### config.mk
export PLATFORM = sky130hd
export DESIGN_NAME = control_sequencer_flat
export DESIGN_NICKNAME = d
export VERILOG_FILES = /design/src/rtl/control_sequencer_pkg.sv /design/src/rtl/control_sequencer_if.sv /design/src/rtl/control_sequencer_decode.sv /design/src/rtl/control_sequencer.sv /design/src/flat_wrapper.sv
export SDC_FILE = /design/constraint.sdc
export NUM_CORES = 1
export LEC_CHECK = 0
export ABC_AREA = 1
export ABC_CLOCK_PERIOD_IN_PS = 1500
export CORE_ASPECT_RATIO = 0.7
export CORE_MARGIN = 2
export CORE_UTILIZATION = 37
export DETAILED_ROUTE_END_ITERATION = 8
export GPL_ROUTABILITY_DRIVEN = 0
export PLACE_DENSITY = 0.78
export SLEW_MARGIN = 0
export SYNTH_ARGS = -nofsm -noshare
export SYNTH_HDL_FRONTEND = slang
export SYNTH_SLANG_ARGS = --single-unit
### constraint.sdc
create_clock -name Clock -period 1.5 [get_ports Clock]
set_input_delay 0.15 -clock Clock [delete_from_list [all_inputs] [get_ports Clock]]
set_output_delay 0.15 -clock Clock [all_outputs]
set_load 0.01 [all_outputs]
### src/rtl/control_sequencer_pkg.sv
// Shared types and constants for the Mini-SRC hardwired control unit: opcodes, ALU codes,
// sequencer states, the control strobe vector and small decode helpers.
package cpu_ctrl_pkg;

   localparam logic [4:0] OP_LD   = 5'b00000, OP_LDI  = 5'b00001, OP_ST   = 5'b00010;
   localparam logic [4:0] OP_ADD  = 5'b00011, OP_SUB  = 5'b00100, OP_SHR  = 5'b00101;
   localparam logic [4:0] OP_SHL  = 5'b00110, OP_ROR  = 5'b00111, OP_ROL  = 5'b01000;
   localparam logic [4:0] OP_AND  = 5'b01001, OP_OR   = 5'b01010, OP_ADDI = 5'b01011;
   localparam logic [4:0] OP_ANDI = 5'b01100, OP_ORI  = 5'b01101, OP_MUL  = 5'b01110;
   localparam logic [4:0] OP_DIV  = 5'b01111, OP_NEG  = 5'b10000, OP_NOT  = 5'b10001;
   localparam logic [4:0] OP_BR   = 5'b10010, OP_JR   = 5'b10011, OP_JAL  = 5'b10100;
   localparam logic [4:0] OP_IN   = 5'b10101, OP_OUT  = 5'b10110, OP_MFHI = 5'b10111;
   localparam logic [4:0] OP_MFLO = 5'b11000, OP_NOP  = 5'b11001, OP_HALT = 5'b11010;

   localparam logic [3:0] ALU_ADD = 4'd0, ALU_SUB = 4'd1, ALU_AND = 4'd2, ALU_OR  = 4'd3;
   localparam logic [3:0] ALU_SHR = 4'd4, ALU_SHL = 4'd5, ALU_ROR = 4'd6, ALU_ROL = 4'd7;
   localparam logic [3:0] ALU_MUL = 4'd8, ALU_DIV = 4'd9, ALU_NEG = 4'd10, ALU_NOT = 4'd11;
   localparam logic [3:0] ALU_INC = 4'd12;

   typedef enum logic [3:0] {RESET, T0, T1, T2, T3, T4, T5, T6, T7, HALT, PAUSE} state_t;

   typedef enum logic [4:0] {
      CL_ALU, CL_IMM, CL_LD, CL_LDI, CL_ST, CL_MD, CL_UN, CL_BR, CL_JR,
      CL_JAL, CL_IN, CL_OUT, CL_MFHI, CL_MFLO, CL_NOP, CL_HALT, CL_ILL
   } op_class_t;

   typedef struct packed {
      logic PCin, PCout, IncPC, IRin, Yin, MARin, MDRin, MDRout, Read, wren;
      logic HIin, HIout, LOin, LOout, Zhighin, Zlowin, Zhighout, Zlowout, Cout;
      logic InPortout, outPortEnable, Gra, Grb, Grc, Rin, Rout, BAout, conInput, IRout;
   } strobes_t;

   typedef struct packed {
      strobes_t   s;
      logic [3:0] ctrl;
      logic       last;
      logic       halt;
      logic       illegal;
   } dec_t;

   function automatic op_class_t op_class(input logic [4:0] op);
      case (op)
         OP_ADD, OP_SUB, OP_SHR, OP_SHL, OP_ROR, OP_ROL, OP_AND, OP_OR: return CL_ALU;
         OP_ADDI, OP_ANDI, OP_ORI: return CL_IMM;
         OP_LD:   return CL_LD;
         OP_LDI:  return CL_LDI;
         OP_ST:   return CL_ST;
         OP_MUL, OP_DIV: return CL_MD;
         OP_NEG, OP_NOT: return CL_UN;
         OP_BR:   return CL_BR;
         OP_JR:   return CL_JR;
         OP_JAL:  return CL_JAL;
         OP_IN:   return CL_IN;
         OP_OUT:  return CL_OUT;
         OP_MFHI: return CL_MFHI;
         OP_MFLO: return CL_MFLO;
         OP_NOP:  return CL_NOP;
         OP_HALT: return CL_HALT;
         default: return CL_ILL;
      endcase
   endfunction

   function automatic logic [3:0] alu_of(input logic [4:0] op);
      case (op)
         OP_SUB:          return ALU_SUB;
         OP_AND, OP_ANDI: return ALU_AND;
         OP_OR, OP_ORI:   return ALU_OR;
         OP_SHR:          return ALU_SHR;
         OP_SHL:          return ALU_SHL;
         OP_ROR:          return ALU_ROR;
         OP_ROL:          return ALU_ROL;
         OP_MUL:          return ALU_MUL;
         OP_DIV:          return ALU_DIV;
         OP_NEG:          return ALU_NEG;
         OP_NOT:          return ALU_NOT;
         default:         return ALU_ADD;
      endcase
   endfunction

   function automatic state_t next_step(input state_t s);
      case (s)
         T0:      return T1;
         T1:      return T2;
         T2:      return T3;
         T3:      return T4;
         T4:      return T5;
         T5:      return T6;
         T6:      return T7;
         default: return T0;
      endcase
   endfunction

endpackage

### src/rtl/control_sequencer_if.sv
// Instruction/condition inputs and datapath control outputs of the sequencer.
// The optional single-step input (SINGLE_STEP_EN) is a plain port on the top, not part of this bundle.
interface control_sequencer_if;
   logic [31:0] ir;
   logic        con_ff, Stop, Run, illegal_op;
   logic [3:0]  ctrl;
   logic PCin, PCout, IncPC, IRin, Yin, MARin, MDRin, MDRout, Read, wren;
   logic HIin, HIout, LOin, LOout, Zhighin, Zlowin, Zhighout, Zlowout, Cout;
   logic InPortout, outPortEnable, Gra, Grb, Grc, Rin, Rout, BAout, conInput, IRout;

   modport master (
      input  ir, con_ff, Stop,
      output Run, illegal_op, ctrl,
      output PCin, PCout, IncPC, IRin, Yin, MARin, MDRin, MDRout, Read, wren,
      output HIin, HIout, LOin, LOout, Zhighin, Zlowin, Zhighout, Zlowout, Cout,
      output InPortout, outPortEnable, Gra, Grb, Grc, Rin, Rout, BAout, conInput, IRout
   );

   modport slave (
      output ir, con_ff, Stop,
      input  Run, illegal_op, ctrl,
      input  PCin, PCout, IncPC, IRin, Yin, MARin, MDRin, MDRout, Read, wren,
      input  HIin, HIout, LOin, LOout, Zhighin, Zlowin, Zhighout, Zlowout, Cout,
      input  InPortout, outPortEnable, Gra, Grb, Grc, Rin, Rout, BAout, conInput, IRout
   );
endinterface

### src/rtl/control_sequencer_decode.sv
// Combinational Moore decode of (state, opcode, con_ff) into the datapath strobe vector,
// plus flags telling the sequencer where an instruction ends.
module ctrl_decode
   import cpu_ctrl_pkg::*;
(
   input  state_t     state,
   input  logic [4:0] opcode,
   input  logic       con_ff,
   output dec_t       dec
);

   op_class_t  cls_s;
   logic [3:0] alu_s;

   assign cls_s = op_class(opcode);
   assign alu_s = alu_of(opcode);

   // Strobe decode: everything low by default, each step raises only its own strobes
   always_comb begin
      dec = '0;
      case (state)
         T0: begin dec.s.PCout = 1'b1; dec.s.MARin = 1'b1; dec.s.IncPC = 1'b1; dec.s.Zlowin = 1'b1; dec.ctrl = ALU_INC; end
         T1: begin dec.s.Zlowout = 1'b1; dec.s.PCin = 1'b1; dec.s.Read = 1'b1; dec.s.MDRin = 1'b1; end
         T2: begin dec.s.MDRout = 1'b1; dec.s.IRin = 1'b1; end
         T3, T4, T5, T6, T7: begin
            case (cls_s)
               CL_ALU, CL_IMM: begin
                  case (state)
                     T3: begin dec.s.Grb = 1'b1; dec.s.Rout = 1'b1; dec.s.Yin = 1'b1; end
                     T4: begin
                        if (cls_s == CL_IMM) dec.s.Cout = 1'b1;
                        else begin dec.s.Grc = 1'b1; dec.s.Rout = 1'b1; end
                        dec.ctrl = alu_s; dec.s.Zlowin = 1'b1;
                     end
                     T5: begin dec.s.Zlowout = 1'b1; dec.s.Gra = 1'b1; dec.s.Rin = 1'b1; dec.last = 1'b1; end
                     default: ;
                  endcase
               end
               CL_LD, CL_LDI, CL_ST: begin
                  case (state)
                     T3: begin dec.s.Grb = 1'b1; dec.s.BAout = 1'b1; dec.s.Yin = 1'b1; end
                     T4: begin dec.s.Cout = 1'b1; dec.ctrl = ALU_ADD; dec.s.Zlowin = 1'b1; end
                     T5: begin
                        dec.s.Zlowout = 1'b1;
                        if (cls_s == CL_LDI) begin dec.s.Gra = 1'b1; dec.s.Rin = 1'b1; dec.last = 1'b1; end
                        else dec.s.MARin = 1'b1;
                     end
                     // st latches the source register into MDR without a memory read
                     T6: begin
                        dec.s.MDRin = 1'b1;
                        if (cls_s == CL_LD) dec.s.Read = 1'b1;
                        else begin dec.s.Gra = 1'b1; dec.s.Rout = 1'b1; end
                     end
                     T7: begin
                        dec.last = 1'b1;
                        if (cls_s == CL_LD) begin dec.s.MDRout = 1'b1; dec.s.Gra = 1'b1; dec.s.Rin = 1'b1; end
                        else dec.s.wren = 1'b1;
                     end
                     default: ;
                  endcase
               end
               CL_MD: begin
                  case (state)
                     T3: begin dec.s.Gra = 1'b1; dec.s.Rout = 1'b1; dec.s.Yin = 1'b1; end
                     T4: begin dec.s.Grb = 1'b1; dec.s.Rout = 1'b1; dec.ctrl = alu_s; dec.s.Zhighin = 1'b1; dec.s.Zlowin = 1'b1; end
                     T5: begin dec.s.Zlowout = 1'b1; dec.s.LOin = 1'b1; end
                     T6: begin dec.s.Zhighout = 1'b1; dec.s.HIin = 1'b1; dec.last = 1'b1; end
                     default: ;
                  endcase
               end
               CL_UN: begin
                  case (state)
                     T3: begin dec.s.Grb = 1'b1; dec.s.Rout = 1'b1; dec.ctrl = alu_s; dec.s.Zlowin = 1'b1; end
                     T4: begin dec.s.Zlowout = 1'b1; dec.s.Gra = 1'b1; dec.s.Rin = 1'b1; dec.last = 1'b1; end
                     default: ;
                  endcase
               end
               CL_BR: begin
                  case (state)
                     T3: begin dec.s.Gra = 1'b1; dec.s.Rout = 1'b1; dec.s.conInput = 1'b1; end
                     T4: begin dec.s.PCout = 1'b1; dec.s.Yin = 1'b1; end
                     T5: begin dec.s.Cout = 1'b1; dec.ctrl = ALU_ADD; dec.s.Zlowin = 1'b1; end
                     T6: begin
                        dec.last = 1'b1;
                        if (con_ff) begin dec.s.Zlowout = 1'b1; dec.s.PCin = 1'b1; end
                        else dec.s.PCin = 1'b0;
                     end
                     default: ;
                  endcase
               end
               CL_JAL: begin
                  case (state)
                     T3: begin dec.s.PCout = 1'b1; dec.s.Grb = 1'b1; dec.s.Rin = 1'b1; end
                     T4: begin dec.s.Gra = 1'b1; dec.s.Rout = 1'b1; dec.s.PCin = 1'b1; dec.last = 1'b1; end
                     default: ;
                  endcase
               end
               // Remaining classes are single-step instructions that finish at T3
               CL_JR:   begin dec.s.Gra = 1'b1; dec.s.Rout = 1'b1; dec.s.PCin = 1'b1; dec.last = 1'b1; end
               CL_IN:   begin dec.s.InPortout = 1'b1; dec.s.Gra = 1'b1; dec.s.Rin = 1'b1; dec.last = 1'b1; end
               CL_OUT:  begin dec.s.Gra = 1'b1; dec.s.Rout = 1'b1; dec.s.outPortEnable = 1'b1; dec.last = 1'b1; end
               CL_MFHI: begin dec.s.HIout = 1'b1; dec.s.Gra = 1'b1; dec.s.Rin = 1'b1; dec.last = 1'b1; end
               CL_MFLO: begin dec.s.LOout = 1'b1; dec.s.Gra = 1'b1; dec.s.Rin = 1'b1; dec.last = 1'b1; end
               CL_NOP:  dec.last = 1'b1;
               CL_HALT: begin dec.halt = 1'b1; dec.last = 1'b1; end
               default: begin dec.illegal = 1'b1; dec.last = 1'b1; end
            endcase
         end
         default: ;
      endcase
   end

endmodule

### src/rtl/control_sequencer.sv
// Mini-SRC hardwired control unit: state register, memory-wait counter and Stop handling.
// Define SINGLE_STEP_EN to add the `step` input and the PAUSE state between instructions.
module control_sequencer
   import cpu_ctrl_pkg::*;
#(
   parameter int unsigned MEM_WAIT = 1
)
(
   input logic Clock,
   input logic Clear,
`ifdef SINGLE_STEP_EN
   input logic step,
`endif
   control_sequencer_if.master bus
);

   localparam logic [1:0] MW = 2'(MEM_WAIT);
`ifdef SINGLE_STEP_EN
   localparam state_t RET_STATE = PAUSE;
`else
   localparam state_t RET_STATE = T0;
`endif

   state_t     state_r, next_s;
   logic [1:0] wait_r;
   logic       hold_s;
   dec_t       dec_s;
   logic       unused_ir_s;

   // Only the opcode field steers sequencing; operand fields belong to the datapath
   assign unused_ir_s = ^bus.ir[26:0];

   ctrl_decode u_decode (
      .state  (state_r),
      .opcode (bus.ir[31:27]),
      .con_ff (bus.con_ff),
      .dec    (dec_s)
   );

   assign {bus.PCin, bus.PCout, bus.IncPC, bus.IRin, bus.Yin, bus.MARin, bus.MDRin, bus.MDRout,
           bus.Read, bus.wren, bus.HIin, bus.HIout, bus.LOin, bus.LOout, bus.Zhighin, bus.Zlowin,
           bus.Zhighout, bus.Zlowout, bus.Cout, bus.InPortout, bus.outPortEnable, bus.Gra, bus.Grb,
           bus.Grc, bus.Rin, bus.Rout, bus.BAout, bus.conInput, bus.IRout} = dec_s.s;
   assign bus.ctrl       = dec_s.ctrl;
   assign bus.illegal_op = dec_s.illegal;
   assign bus.Run        = (state_r != RESET) && (state_r != HALT);

   // Next-state: read steps stretch by MEM_WAIT cycles; Stop only counts on an instruction's last step
   always_comb begin
      next_s = state_r;
      hold_s = 1'b0;
      case (state_r)
         RESET: next_s = T0;
         HALT:  next_s = HALT;
         PAUSE: begin
`ifdef SINGLE_STEP_EN
            if (bus.Stop)  next_s = HALT;
            else if (step) next_s = T0;
            else           next_s = PAUSE;
`else
            next_s = T0;
`endif
         end
         default: begin
            if (dec_s.s.Read && (wait_r != MW)) begin
               hold_s = 1'b1;
               next_s = state_r;
            end else if (dec_s.last) begin
               if (dec_s.halt || bus.Stop) next_s = HALT;
               else                        next_s = RET_STATE;
            end else begin
               next_s = next_step(state_r);
            end
         end
      endcase
   end

   // State register and saturating read-hold counter
   always_ff @(posedge Clock or negedge Clear) begin
      if (!Clear) begin
         state_r <= RESET;
         wait_r  <= 2'd0;
      end else begin
         state_r <= next_s;
         wait_r  <= hold_s ? (wait_r + 2'd1) : 2'd0;
      end
   end

endmodule
### src/flat_wrapper.sv
// flat-port wrapper written by rule: the top's interface ports become plain ports
module control_sequencer_flat import cpu_ctrl_pkg::*;
#(
   parameter int unsigned MEM_WAIT = 1
)
  (Clock, Clear, bus_ir, bus_con_ff, bus_Stop, bus_Run, bus_illegal_op, bus_ctrl, bus_PCin, bus_PCout, bus_IncPC, bus_IRin, bus_Yin, bus_MARin, bus_MDRin, bus_MDRout, bus_Read, bus_wren, bus_HIin, bus_HIout, bus_LOin, bus_LOout, bus_Zhighin, bus_Zlowin, bus_Zhighout, bus_Zlowout, bus_Cout, bus_InPortout, bus_outPortEnable, bus_Gra, bus_Grb, bus_Grc, bus_Rin, bus_Rout, bus_BAout, bus_conInput, bus_IRout);
  control_sequencer_if bus_i ();
  input logic Clock;
  input logic Clear;
  input wire logic [$bits(bus_i.ir)-1:0] bus_ir;
  input wire logic [$bits(bus_i.con_ff)-1:0] bus_con_ff;
  input wire logic [$bits(bus_i.Stop)-1:0] bus_Stop;
  output wire logic [$bits(bus_i.Run)-1:0] bus_Run;
  output wire logic [$bits(bus_i.illegal_op)-1:0] bus_illegal_op;
  output wire logic [$bits(bus_i.ctrl)-1:0] bus_ctrl;
  output wire logic [$bits(bus_i.PCin)-1:0] bus_PCin;
  output wire logic [$bits(bus_i.PCout)-1:0] bus_PCout;
  output wire logic [$bits(bus_i.IncPC)-1:0] bus_IncPC;
  output wire logic [$bits(bus_i.IRin)-1:0] bus_IRin;
  output wire logic [$bits(bus_i.Yin)-1:0] bus_Yin;
  output wire logic [$bits(bus_i.MARin)-1:0] bus_MARin;
  output wire logic [$bits(bus_i.MDRin)-1:0] bus_MDRin;
  output wire logic [$bits(bus_i.MDRout)-1:0] bus_MDRout;
  output wire logic [$bits(bus_i.Read)-1:0] bus_Read;
  output wire logic [$bits(bus_i.wren)-1:0] bus_wren;
  output wire logic [$bits(bus_i.HIin)-1:0] bus_HIin;
  output wire logic [$bits(bus_i.HIout)-1:0] bus_HIout;
  output wire logic [$bits(bus_i.LOin)-1:0] bus_LOin;
  output wire logic [$bits(bus_i.LOout)-1:0] bus_LOout;
  output wire logic [$bits(bus_i.Zhighin)-1:0] bus_Zhighin;
  output wire logic [$bits(bus_i.Zlowin)-1:0] bus_Zlowin;
  output wire logic [$bits(bus_i.Zhighout)-1:0] bus_Zhighout;
  output wire logic [$bits(bus_i.Zlowout)-1:0] bus_Zlowout;
  output wire logic [$bits(bus_i.Cout)-1:0] bus_Cout;
  output wire logic [$bits(bus_i.InPortout)-1:0] bus_InPortout;
  output wire logic [$bits(bus_i.outPortEnable)-1:0] bus_outPortEnable;
  output wire logic [$bits(bus_i.Gra)-1:0] bus_Gra;
  output wire logic [$bits(bus_i.Grb)-1:0] bus_Grb;
  output wire logic [$bits(bus_i.Grc)-1:0] bus_Grc;
  output wire logic [$bits(bus_i.Rin)-1:0] bus_Rin;
  output wire logic [$bits(bus_i.Rout)-1:0] bus_Rout;
  output wire logic [$bits(bus_i.BAout)-1:0] bus_BAout;
  output wire logic [$bits(bus_i.conInput)-1:0] bus_conInput;
  output wire logic [$bits(bus_i.IRout)-1:0] bus_IRout;
  assign bus_i.ir = bus_ir;
  assign bus_i.con_ff = bus_con_ff;
  assign bus_i.Stop = bus_Stop;
  assign bus_Run = bus_i.Run;
  assign bus_illegal_op = bus_i.illegal_op;
  assign bus_ctrl = bus_i.ctrl;
  assign bus_PCin = bus_i.PCin;
  assign bus_PCout = bus_i.PCout;
  assign bus_IncPC = bus_i.IncPC;
  assign bus_IRin = bus_i.IRin;
  assign bus_Yin = bus_i.Yin;
  assign bus_MARin = bus_i.MARin;
  assign bus_MDRin = bus_i.MDRin;
  assign bus_MDRout = bus_i.MDRout;
  assign bus_Read = bus_i.Read;
  assign bus_wren = bus_i.wren;
  assign bus_HIin = bus_i.HIin;
  assign bus_HIout = bus_i.HIout;
  assign bus_LOin = bus_i.LOin;
  assign bus_LOout = bus_i.LOout;
  assign bus_Zhighin = bus_i.Zhighin;
  assign bus_Zlowin = bus_i.Zlowin;
  assign bus_Zhighout = bus_i.Zhighout;
  assign bus_Zlowout = bus_i.Zlowout;
  assign bus_Cout = bus_i.Cout;
  assign bus_InPortout = bus_i.InPortout;
  assign bus_outPortEnable = bus_i.outPortEnable;
  assign bus_Gra = bus_i.Gra;
  assign bus_Grb = bus_i.Grb;
  assign bus_Grc = bus_i.Grc;
  assign bus_Rin = bus_i.Rin;
  assign bus_Rout = bus_i.Rout;
  assign bus_BAout = bus_i.BAout;
  assign bus_conInput = bus_i.conInput;
  assign bus_IRout = bus_i.IRout;
  control_sequencer #(.MEM_WAIT(MEM_WAIT)) u_core (.Clock(Clock), .Clear(Clear), .bus(bus_i));
endmodule
==> results.yml, run 1 <==
yosys:
  synth_compound_area_share_pct: 17.4
  synthesis.nets: 287
  synth_area_um2: 1400
  synthSimpleGateAreaFrac_pct: 48.4
  synth-xor-area-share_pct: 0
  synth_seq_area_share_pct: 10.8
  yosys_warnings: 0
  synth.ff_latch_count: 6
  synth.top_cells.by_area: "nand2_1 (12%), nor2_1 (12%), dfrtp_1 (11%), inv_1 (11%), ha_1 (8.1%)"
  synth.distinct_cells: 35
  synth_most_common_cell: "nand2_1"
  yosys-top-cells-count: "nand2_1 (46), nor2_1 (44), inv_1 (40)"
  synth_top_family_by_area: "simple AND/OR/NAND/NOR gates"
  avgSynthCellArea_um2: 5.76
  async_reset_ff_share_pct: 100
  synth_top_cell_area_share_pct: 12.4
  syn_inst: 242
  synthAdderAreaFrac_pct: 8.07
  synth_flop_cell: "dfrtp_1"
  muxShareOfSynthArea_pct: 0
  yosysTopAreaCell: "nand2_1"
  synth-edff-count: 0
clocking:
  cts_max_path_buffers: 2
  clock_sinks: 6
  root_buffer: "clkbuf_8"
  ctsHoldBuffers: 0
  htreeDepth: 1
  cts_buffers: 3
run_status:
  status: "did not finish"
  stop_stage: "global routing"
  first-error: "[ERROR DPL-0038] Utilization greater than 100%, impossible to legalize"
floorplan:
  die_h_um: 55.4
  start_util_pct: 39.2
  die-width_um: 77.4
  io_pins: 71
  rows: 18
grt:
  grt_max_degree: 10
timing:
  endpoint_type: "primary output"
  worst_endpoint: "bus_Rout"
placed_design:
  hpwl_um: 4640
  port_buffers: 42
[what timing repair did]
item / 4_1_cts
gates resized for setup: 278
setup buffers: 32
setup endpoints to repair: 40
hold endpoints to repair: 0
pin swaps: 47
[kinds of logic after synthesis]
group           after synthesis
buf+inv                      51
fa+ha+maj                     9
simple gates                139
compound gates               36
other cells                   1
flops                         6
[metrics by stage]
stage	setup WS, ps	area, um2	setup TNS, ps	hold WS (ps)	std cells
2_1_floorplan	-128	1540	-1230	-146	242
4_1_cts	-467	3200	-11380	185	438
3_3_place_gp	-1440	2560	-44450	414	406
3_5_place_dp	-1520	2560	-47210	426	406
==> run 2, diff against run 1 <==
--- a/config.mk
+++ b/config.mk
@@ -6,13 +6,12 @@
 export NUM_CORES = 1
 export LEC_CHECK = 0
 export ABC_AREA = 1
-export ABC_CLOCK_PERIOD_IN_PS = 1500
-export CORE_ASPECT_RATIO = 0.7
-export CORE_MARGIN = 2
-export CORE_UTILIZATION = 37
+export ABC_CLOCK_PERIOD_IN_PS = 1950
+export CORE_AREA = 2 2 63 65
 export DETAILED_ROUTE_END_ITERATION = 8
+export DIE_AREA = 0 0 65 67
 export GPL_ROUTABILITY_DRIVEN = 0
-export PLACE_DENSITY = 0.78
+export PLACE_DENSITY_LB_ADDON = 0.15
 export SLEW_MARGIN = 0
 export SYNTH_ARGS = -nofsm -noshare
 export SYNTH_HDL_FRONTEND = slang
==> constraint.sdc (replaced) <==
create_clock -name Clock -period 1.95 [get_ports Clock]
set_input_delay 0.195 -clock Clock [delete_from_list [all_inputs] [get_ports Clock]]
set_output_delay 0.195 -clock Clock [all_outputs]
set_load 0.01 [all_outputs]
==> results.yml, run 2 <==
yosys:
  synth_seq_area_share_pct: 10.8
  yosysTopAreaCell: "nand2_1"
  synthesis.nets: 287
  synth_flop_cell: "dfrtp_1"
  synth_area_um2: 1400
  avgSynthCellArea_um2: 5.76
  synth-edff-count: 0
  yosys-top-cells-count: "nand2_1 (46), nor2_1 (44), inv_1 (40)"
  yosys_warnings: 0
  synth.top_cells.by_area: "nand2_1 (12%), nor2_1 (12%), dfrtp_1 (11%), inv_1 (11%), ha_1 (8.1%)"
  synth.ff_latch_count: 6
  synth_top_cell_area_share_pct: 12.4
  synth.distinct_cells: 35
  synth_most_common_cell: "nand2_1"
  syn_inst: 242
  async_reset_ff_share_pct: 100
clocking:
  tritoncts: "built"
  clock_sinks: 6
  htreeDepth: 1
  path_clk_slew_ps: 30
  cts_buffers: 3
  insertion_delay_ps: 220
  ctsHoldBuffers: 0
  cts_max_path_buffers: 2
  root_buffer: "clkbuf_8"
grt:
  use_met3_pct: 4.39
  grt_util_met1_pct: 37.5
  met2_usage_pct: 53.4
  grt-busiest-layer: "met2"
  grt_max_degree: 8
  antenna_found_initial: 0
  grt_pass1_wl_um: 10400
  track_usage_pct: 31.3
  grt.overflow.total: 0
  grt_pass1_vias: 2215
final_layout:
  largest_reg_flops: 4
  final_area_um2: 3020
  nets: 430
  final_cell_mix: "buf_4 (91), nand2_1 (31), inv_1 (28)"
  nFillCells: 217
  reg.largest.list: "u_core.state_r x4, u_core.wait_r x2"
  layout_commonest_cell: "buf_4"
  final_util_pct: 83.7
  seq_area_um2: 150
  multi_input_area_um2: 1490
  syn2layout_area_growth_pct: 116
  regMostFlops: "u_core.state_r"
  num_antenna_cells: 0
  drive_gt1_share_pct: 66.1
run_status:
  status: "finished, violations left"
  failed_checks: "negative setup slack"
placed_design:
  hpwl_um: 4030
  placement.cell_area_um2: 2370
  port_buffers: 42
worst_setup_path:
  max_stage_delay_ps: 210
  start_kind: "primary input"
  crit_buf_inv: 6
  worst-path-max-fanout: 5
  cp_top_family: "simple AND/OR/NAND/NOR gates"
  crit_chain: "buf_6 -> buf_6 -> nor2_4 -> nand2_2 -> nand2_2 -> buf_4 -> nand2_4 -> nor2_4 -> nand2_4 -> inv_4 -> nor2_2 -> o21ai_1 -> nand3_1 -> nand2_1 -> inv_1 -> buf_2"
  endpoint_kind: "output pin"
  crit_slowest_cell: "nor2_4"
  crit_type: "primary input to output pin"
  worst_ep_arrival_time_ps: 1990
  crit_required_ps: 1750
worst_hold_path:
  hold_class: "primary input to asynchronous set/reset pin"
power:
  p_clk_share_pct: 7.4
  switchingPower_uw: 1250
  p_int_uw: 1160
  p_per_area_nw_per_um2: 799
  ir_drop_mv: 0.982
  power.total_uw: 2410
  p_seq_share_pct: 9.0
  pwr-share-comb_pct: 83.6
  leakagePower_uw: 0.00163
  p_sw_share_pct: 51.8
route:
  via_count: 2435
  firstDrtPassIters: 5
  wl_per_cell_um: 18.9
  wl_um: 8130
  drc: 0
  drt_iter0_drc: 394
  ant_nets: 0
  vias_per_cell: 5.65
timing:
  fmax_mhz: 457
  setup-violations-final: 31
  grt_setup_unrepaired: "yes"
  slew_viol_final: 0
  finalHoldViolCount: 0
  fin_skew_ps: 0.759
  fin_crit_ps: 2190
  finalCritPeriodShare_pct: 112
  layout_setup_ws_ps: -238
floorplan:
  io_pins: 71
  dieArea_um2: 4360
  die_h_um: 67
  core_um2: 3610
  die-width_um: 65
  start_util_pct: 38.7
  rows: 22
run:
  maxCapViolCount: 0
run 2: cell counts after synthesis:
No cell type changed its count.
run 2: what timing repair did:
item                       4_1_cts  5_1_grt
pin swaps                       39       29
resized for setup              205       75
setup endpoints to repair       39       37
buffers inserted                21        9
gates cloned                     0        0
run 2: layout make-up:
type,count,area share (%)
Sequential cell,6,4.98
Timing Repair Buffer,142,36.0
Tap cell,48,1.99
Clock buffer,3,1.37
Inverter,47,6.35
Multi-Input combinational cell,185,49.4
run 2: kinds of logic after synthesis:
group	share of synthesized area (%)
buf+inv	15.1
compound gates	17.4
simple gates	48.4
flops	10.8
other cells	0.269
fa+ha+maj	8.07
run 2: final timing paths:
check	depth (start not counted)	from	endpoint	slack, ps
min in group Clock	1	u_core.wait_r[0]$_DFF_PN0_	u_core.wait_r[0]$_DFF_PN0_	440
setup / recovery	16	bus_ir[29]	bus_Gra	-240
hold reg to reg	1	u_core.wait_r[0]$_DFF_PN0_	u_core.wait_r[0]$_DFF_PN0_	440
setup reg to reg	12	u_core.state_r[3]$_DFFE_PN0P_	u_core.state_r[2]$_DFFE_PN0P_	-180
max in group asynchronous	1	Clear	u_core.state_r[0]$_DFFE_PN0P_	1520
hold / removal	1	Clear	u_core.state_r[1]$_DFFE_PN0P_	220
run 2: metrics by stage:
| stage | hold slack [ps] | setup TNS [ps] | std cells | setup slack (ps) |
|---|---|---|---|---|
| CTS | 217 | -98.8 | 422 | -73.4 |
| detailed placement | 430 | -29990 | 399 | -1040 |
| global placement | 419 | -28870 | 399 | -962 |
| global route | 238 | -6060 | 431 | -316 |
| floorplan | -101 | 0 | 242 | 115 |
| finish | 220 | -4110 | 431 | -238 |
run 2: routing by layer:
layer | wire (um) | part of all wire (%)
met1 | 3050 | 38
met2 | 3670 | 45
met3 | 792 | 9.7
met4 | 618 | 7.6
met5 | 0 | 0
run 2: power by group through the flow:
stage               combinational, uW  clock [uW]  sequential, uW
finish                           2020         178             217
global route                     2120         192             223
CTS                              1710         185             215
detailed placement               1670           0             214
global placement                 1650           0             213
floorplan                         744           0             213
Note: power is estimated with default switching activity, not from simulation.
==> run 3, diff against run 2 <==
--- a/config.mk
+++ b/config.mk
@@ -11,6 +11,7 @@
 export DETAILED_ROUTE_END_ITERATION = 8
 export DIE_AREA = 0 0 65 67
 export GPL_ROUTABILITY_DRIVEN = 0
+export HOLD_SLACK_MARGIN = 0.02
 export PLACE_DENSITY_LB_ADDON = 0.15
 export SLEW_MARGIN = 0
 export SYNTH_ARGS = -nofsm -noshare
==> results of run 3 <==
Final layout, timing and power as in run 2 (identical DEF).
